File: config.mk
export PLATFORM = sky130hd
export DESIGN_NAME = cache_reader
export DESIGN_NICKNAME = d
export VERILOG_FILES = /design/src/rtl/cache_reader.sv
export SDC_FILE = /design/constraint.sdc
export NUM_CORES = 1
export LEC_CHECK = 0
export CAP_MARGIN = 20
export CORE_AREA = 2 2 214 216
export CTS_BUF_LIST = sky130_fd_sc_hd__clkbuf_2
export DETAILED_ROUTE_END_ITERATION = 16
export DIE_AREA = 0 0 216 218
export PLACE_DENSITY = 0.49
export SLEW_MARGIN = 20
export SYNTH_ARGS = -nofsm -noshare
export SYNTH_HDL_FRONTEND = slang
export SYNTH_SLANG_ARGS = --single-unit
File: constraint.sdc
create_clock -name i_clock -period 1.6 [get_ports i_clock]
set_clock_uncertainty 0.15 [all_clocks]
set_input_delay 0.16 -clock i_clock [delete_from_list [all_inputs] [get_ports i_clock]]
set_output_delay 0.16 -clock i_clock [all_outputs]
set_load 0.005 [all_outputs]
File: src/rtl/cache_reader.sv
// Consumer end of the random-bit shift cache: counts fresh bits, captures a WORD-bit window,
// destroys the consumed bits and offers the word on a valid/ready stream with a repeat check.
module cache_reader #(
  parameter int unsigned BITS = 256,
  parameter int unsigned WORD = 32
) (
  input  logic                     i_clock,
  input  logic                     i_rst,
  input  logic                     i_enb,
  input  logic                     i_shiftEnb,
  input  logic [BITS-1:0]          i_cacheData,
  output logic [BITS-1:1]          o_bitDestroy,
  output logic [WORD-1:0]          o_word,
  output logic                     o_valid,
  input  logic                     i_ready,
  output logic [$clog2(BITS)-1:0]  o_fill,
  output logic                     o_repeatErr
);

  localparam int unsigned FillW = $clog2(BITS);
  localparam logic [FillW-1:0] FillMax  = FillW'(BITS - 1);
  localparam logic [FillW-1:0] FillWord = FillW'(WORD);
  localparam logic [FillW-1:0] FillOne  = FillW'(1);
  // Bits 1..WORD set; bit 0 is dropped by the part-select below.
  localparam logic [BITS-1:0] MaskFull =
      ({{(BITS-1){1'b0}}, 1'b1} << (WORD + 1)) - BITS'(2);

  typedef enum logic [1:0] {StFill, StDestroy, StHold} state_e;

  state_e            state_q;
  logic [FillW-1:0]  fill_q;
  logic [WORD-1:0]   word_q;
  logic              valid_q;
  logic [BITS-1:1]   destroy_q;
  logic              err_q;
  logic              prev_vld_q;

  logic [WORD-1:0]   window;
  logic              unused_cache;

  assign window       = i_cacheData[WORD:1];
  assign unused_cache = ^{i_cacheData[0], i_cacheData[BITS-1:WORD]};

  always_ff @(posedge i_clock or posedge i_rst) begin
    if (i_rst) begin
      state_q    <= StFill;
      fill_q     <= '0;
      word_q     <= '0;
      valid_q    <= 1'b0;
      destroy_q  <= '0;
      err_q      <= 1'b0;
      prev_vld_q <= 1'b0;
    end else begin
      // The cache lets destroy win over shift, so a shift during DESTROY never lands in the window.
      if (state_q == StDestroy) begin
        fill_q <= '0;
      end else if (i_shiftEnb && (fill_q != FillMax)) begin
        fill_q <= fill_q + FillOne;
      end

      unique case (state_q)
        StFill: begin
          if (i_enb && (fill_q >= FillWord)) begin
            word_q     <= window;
            valid_q    <= 1'b1;
            prev_vld_q <= 1'b1;
            if (prev_vld_q && (window == word_q)) begin
              err_q <= 1'b1;
            end
            destroy_q  <= MaskFull[BITS-1:1];
            state_q    <= StDestroy;
          end
        end
        StDestroy: begin
          destroy_q <= '0;
          if (i_ready) begin
            valid_q <= 1'b0;
            state_q <= StFill;
          end else begin
            state_q <= StHold;
          end
        end
        StHold: begin
          if (i_ready) begin
            valid_q <= 1'b0;
            state_q <= StFill;
          end
        end
        default: state_q <= StFill;
      endcase
    end
  end

  assign o_bitDestroy = destroy_q;
  assign o_word       = word_q;
  assign o_valid      = valid_q;
  assign o_fill       = fill_q;
  assign o_repeatErr  = err_q;

endmodule

; Word level (Yosys, flattened, before mapping)
; Cells that the tools add are included.
[totals]
reg_bits = 300
romBits = 0
output_inout_bits = 297
input_bits = 261
elab_cells = 40
ram_bits = 0
memories = 0
latch_bits = 0
[classes]
order_cmp = 1
n_addsub = 1
muxes = 11
n_div = 0
n_eq_ne = 7
shifts = 0
reduce_logical = 13
n_mul = 0
n_bitwise = 0
[op_table]
columns = cell, count
row1 = 255-bit case mux with 2 select lines, 1
row2 = 255-bit two-way mux, 1
row3 = 32-bit equality test, 1
row4 = 8-bit two-way mux, 2
row5 = 8-bit by 1-bit adder with 8-bit output (second input constant), 1
row6 = 8-bit by 6-bit >= comparator with 1-bit output (second input constant), 1
row7 = 8-bit != test (second input constant), 1
row8 = 2-bit two-way mux, 3
row9 = 2-bit case mux with 3 select lines, 1
row10 = 2-bit AND reduction, 3
row11 = 3-bit AND reduction, 2
row12 = 2-bit nonzero test, 3
row13 = 2-bit != test (second input constant), 2
row14 = 1-bit logical AND, 3
row15 = 2-bit by 1-bit equality test with 1-bit output (second input constant), 1
row16 = 2-bit equality test (second input constant), 1
row17 = 2-bit logical NOT, 1
row18 = 1-bit two-way mux, 2
row19 = 2-bit by 1-bit != test with 1-bit output (second input constant), 1
row20 = 1-bit case mux with 2 select lines, 1
row21 = 2-bit OR reduction, 1

; Longest topological paths before layout
; Gate-level depths: netlist of run 1.
[depth]
ltp_word = 4
depth_mapped = 5

; Worst setup path before layout of run 1
; Ideal clock, no wire load.
[synth_timing]
kind = flip-flop to flip-flop
start = register fill_q[7], in the netlist o_fill[7]
end = register word_q[0], in the netlist o_word[0]
path_stages_with_launch = 5
synth_period_minus_slack_ns = 1.788
required_time_ns = 1.325
setup_ns = 0.125
t_arrival_ns = 1.513
slack_ns = -0.188
path_cell_list = dfrtp_1 buf_4 o311ai_4 buf_6 mux2_2
[synth_via]
elab_chain_cells = 3
[synth_rtl]
columns = element, line_no
row1 = start: declaration, 31  ; logic [FillW-1:0] fill_q;
row2 = start signal: assignment, 58  ; fill_q <= fill_q + FillOne;
row3 = 8-bit by 6-bit >= comparator with 1-bit output, 63  ; if (i_enb && (fill_q >= FillWord)) begin
row4 = 1-bit logical AND, 63
row5 = 2-bit AND reduction (no source line), n/a
row6 = end signal: assignment, 64  ; word_q <= window;
row7 = end: declaration, 32  ; logic [WORD-1:0] word_q;
; No other way between the ends.
; A chain may end at the register's enable or synchronous reset.

; Worst setup path in the final report of run 1
[layout_timing]
start = register fill_q[5], in the netlist o_fill[5]
end = register word_q[16], in the netlist o_word[16]
; Same word-level chain as after synthesis.

==> results of run 1 <==
## sequential cells by signal, indices dropped and copies added, names as in the netlist
name,cells
o_bitDestroy,1
o_fill,8
o_repeatErr,1
o_valid,1
o_word,32
prev_vld_q,1
state_q,2
## repair_timing
action	in CTS	in global routing
hold buffers	1	0
resized for setup	253	49
cloned	4	3
setup endpoints to repair	108	85
buffers inserted	48	11
pin swaps	1	15
endpoints found under the hold margin	46	0
## worst max path at each step
stage / start / end / slack (ps) / cells past startpoint
global route: o_bitDestroy[31] / o_bitDestroy[22] / -250 / 4
global placement: i_cacheData[28] / o_repeatErr / -160 / 5
finish: o_fill[5] / o_word[16] / -170 / 5
floorplan: o_fill[7] / o_word[0] / -110 / 4
CTS: o_fill[7] / o_word[8] / -190 / 5
detailed placement: i_cacheData[28] / o_repeatErr / -170 / 5
## metrics by stage
| step | total power, mW | hold WS, ps | setup TNS [ps] | setup slack [ps] | area (µm²) |
|---|---|---|---|---|---|
| after floorplan | 4.308 | 119.4 | -3034 | -110.6 | 5059 |
| after global placement | 5.651 | 302.2 | -2904 | -163.6 | 5105 |
| after detailed placement | 5.651 | 302.0 | -2994 | -167.3 | 5105 |
| after CTS | 7.209 | 157.8 | -8954 | -190.9 | 5783 |
| after global routing | 8.088 | 151.8 | -13110 | -248.1 | 6067 |
| final | 7.486 | 205.4 | -7210 | -173.2 | 6067 |
## critical path: cells and delay by family, from the launching register on
family	cells	cell delay, ps
DFF	1	460
AOI/OAI and AO/OA	1	330
buffers and inverters	3	460
muxes	1	290
## synth_stat cells
cell       number
nor3_1          2
mux2_2         30
nand2_1         6
nor2b_1         2
a311oi_1        1
dfrtp_1        46
nor4_1          3
buf_6           3
and2_1          1
o21a_1          1
inv_1           6
xor2_1          5
nor2_1          6
buf_1           1
mux2i_1         1
o2111ai_1       1
o32ai_1         1
or3_1           1
and4_1          1
and3_1          2
nand4_1         7
a31oi_1         1
a41oi_1         1
nand3_1         4
mux2_1          2
o2bb2ai_1       2
a31o_2          1
o31ai_1         2
a21oi_1         2
buf_4         255
conb_1          1
xnor2_1        31
nand2b_1        2
ha_1            5
o21ai_0         3
o311ai_4        1
## per-layer routing
metal	share of wire [%]	global-route usage, %	wire length, µm
met4	0.83	0.9589	87
met5	0	0	0
met2	47	6.474	4943
met1	38	4.580	3985
met3	14	2.050	1474
## area by class of cell
type	instances	share of cell area [%]
sequential	46	19.08
tap	600	12.37
timing repair buffer	190	32.27
multi-input combinational	351	35.33
inverter	6	0.3712
clock inverter	2	0.1650
clock buffer	5	0.4125
## report_power, final
group	total (mW)	internal [mW]	switching [mW]
sequential	2.03	1.66	0.364
combinational	4.95	3.10	1.85
clock	0.510	0.0946	0.415
total	7.49	4.85	2.63
## logic make-up after synthesis
group,Yosys count,synth area share [%]
AOI/OAI and AO/OA,17,3.354
adders and majority gates,5,1.484
xor gates and xnor gates,36,7.480
other,1,0.08896
buffers and inverters,265,46.84
and+or+nand+nor,37,4.660
muxes,33,8.786
DFF,46,27.31
==> qor.csv, run 1 <==
stage,metric,value,unit
outcome,status,finished with violations,
outcome,failing checks,setup timing,
pwr,maximum VDD drop,0.8128,mV
setup_path,Reg2Reg Depth,5,
global_route,total track usage,3.964,%
setup_path,worst r2r dst,o_word[16],
setup_path,CP Launch Type,flop,
cts,Max Root-Sink Buffers,2,
synthesis,Ys Warns,0,
placed_design,number of port buffers,110,
setup_path,Critical-path top delay cell,dfrtp_2,
cts,CTS tree,built,
die,core area,0.04489,mm²
worst_hold_path,hold crit path type,input pin to flop,
cts,Sink Count,46,
setup_path,Worst Setup Path Type,flop to flop,
worst_hold_path,hold path start,i_cacheData[15],
timing,final hold viol count,0,
detailed_routing,drt total wl,10490,µm
pwr,PwrDens,1234,mW/mm²
detailed_routing,Detailed Routing Iterations Pass 1,4,
synthesis,post-synth cell types,36,
synthesis,post-synthesis sequential area ratio,27.31,%
layout,Storage cell area,0.001157,mm²
setup_path,Worst EP arrival,1980,ps
setup_path,critical path required time,1810,ps
cts,clock buffer count from CTS,5,
setup_path,worst-path fanout max,6,
setup_path,r2r setup slk,-170,ps
layout,share of layout cells above drive strength 1,30.33,%
detailed_routing,Vias,2785,
layout,Multi-input gate area,0.002143,mm²
timing,Final Max Tran Viols,0,
cts,Root Buffer,clkbuf_2,
timing,f_max,564.0,MHz
layout,Layout area overhead,43.93,%
layout,most frequent cells in the layout,"conb_1 (223), buf_6 (53), buf_4 (44), dfrtp_1 (41), clkdlybuf4s50_1 (36)",
timing,minimum clock period,1773,ps
detailed_routing,Routed Antenna Nets,0,
detailed_routing,vias per inst,2.321,
cts,H-tree depth,2,
timing,post-route worst setup slack,-173.2,ps
worst_hold_path,hold depth,2,
global_route,largest net degree at the start of global routing,47,
cts,Worst-path clk slew,250,ps
die,die area,0.04709,mm²
layout,Util after Layout,13.51,%
synthesis,biggest area consumer among synthesized cells,buf_4,
placed_design,DP Cell Count,1128,
pwr,P_leak,2.989,nW
placed_design,DP Wirelength,7164,µm
setup_path,Worst setup EP type,flop,
layout,ANT cells,0,
layout,Final Non-Filler Cells,1200,
global_route,vias in the first global route,2447,
global_route,initial antenna violation count,0,
detailed_routing,DR DRC count,0,
setup_path,"most used cell, CP",buf_6,
global_route,Congestion Overflow GR,0,
synthesis,Post-Syn Area per Cell,9.580,µm²
placed_design,GP Congestion,0.6999,
setup_path,worst-path cell chain,buf_6 > o311ai_4 > buf_6 > clkbuf_16 > mux2_4,
timing,final setup vio count,69,
synthesis,Post-Synthesis Cells,440,
setup_path,worst reg2reg path startpoint,o_fill[5],
synthesis,Yosys reg bits,46,
die,num rows,78,
detailed_routing,Initial DRC Count,42,
cts,Worst-Skew Late Latency,430,ps
detailed_routing,detailed-route wire length per cell,8.743,µm
layout,"commonest non-fill, non-tap cell in the layout",conb_1,
die,Die X,216,µm
timing,unrepaired setup endpoints after global routing,true,
flow_run,Max-Cap Viols,0,
synthesis,synthesized area,0.004215,mm²
die,IO Count,558,
synthesis,post-synth top area share,45.41,%
setup_path,Max stage delay on crit path,460,ps
layout,Final Net Count,866,
synthesis,"top cells by area, synth","buf_4 (45%), dfrtp_1 (27%), mux2_2 (8.0%)",
die,Starting Density,9.390,%
die,DIE HEIGHT,218,µm
timing,Final period util,110.8,%
worst_hold_path,Min-Delay Endpoint,o_word[14],
layout,fill count,5117,
global_route,first-pass GRT wire length,14540,µm
Note: power is estimated with default switching activity, not from simulation.
==> run 2, diff against run 1 <==
Settings changed: CTS_CLUSTER_DIAMETER set to 200.
==> results of run 2 <==
The final DEF is identical to that of run 1; final timing and power are the same.
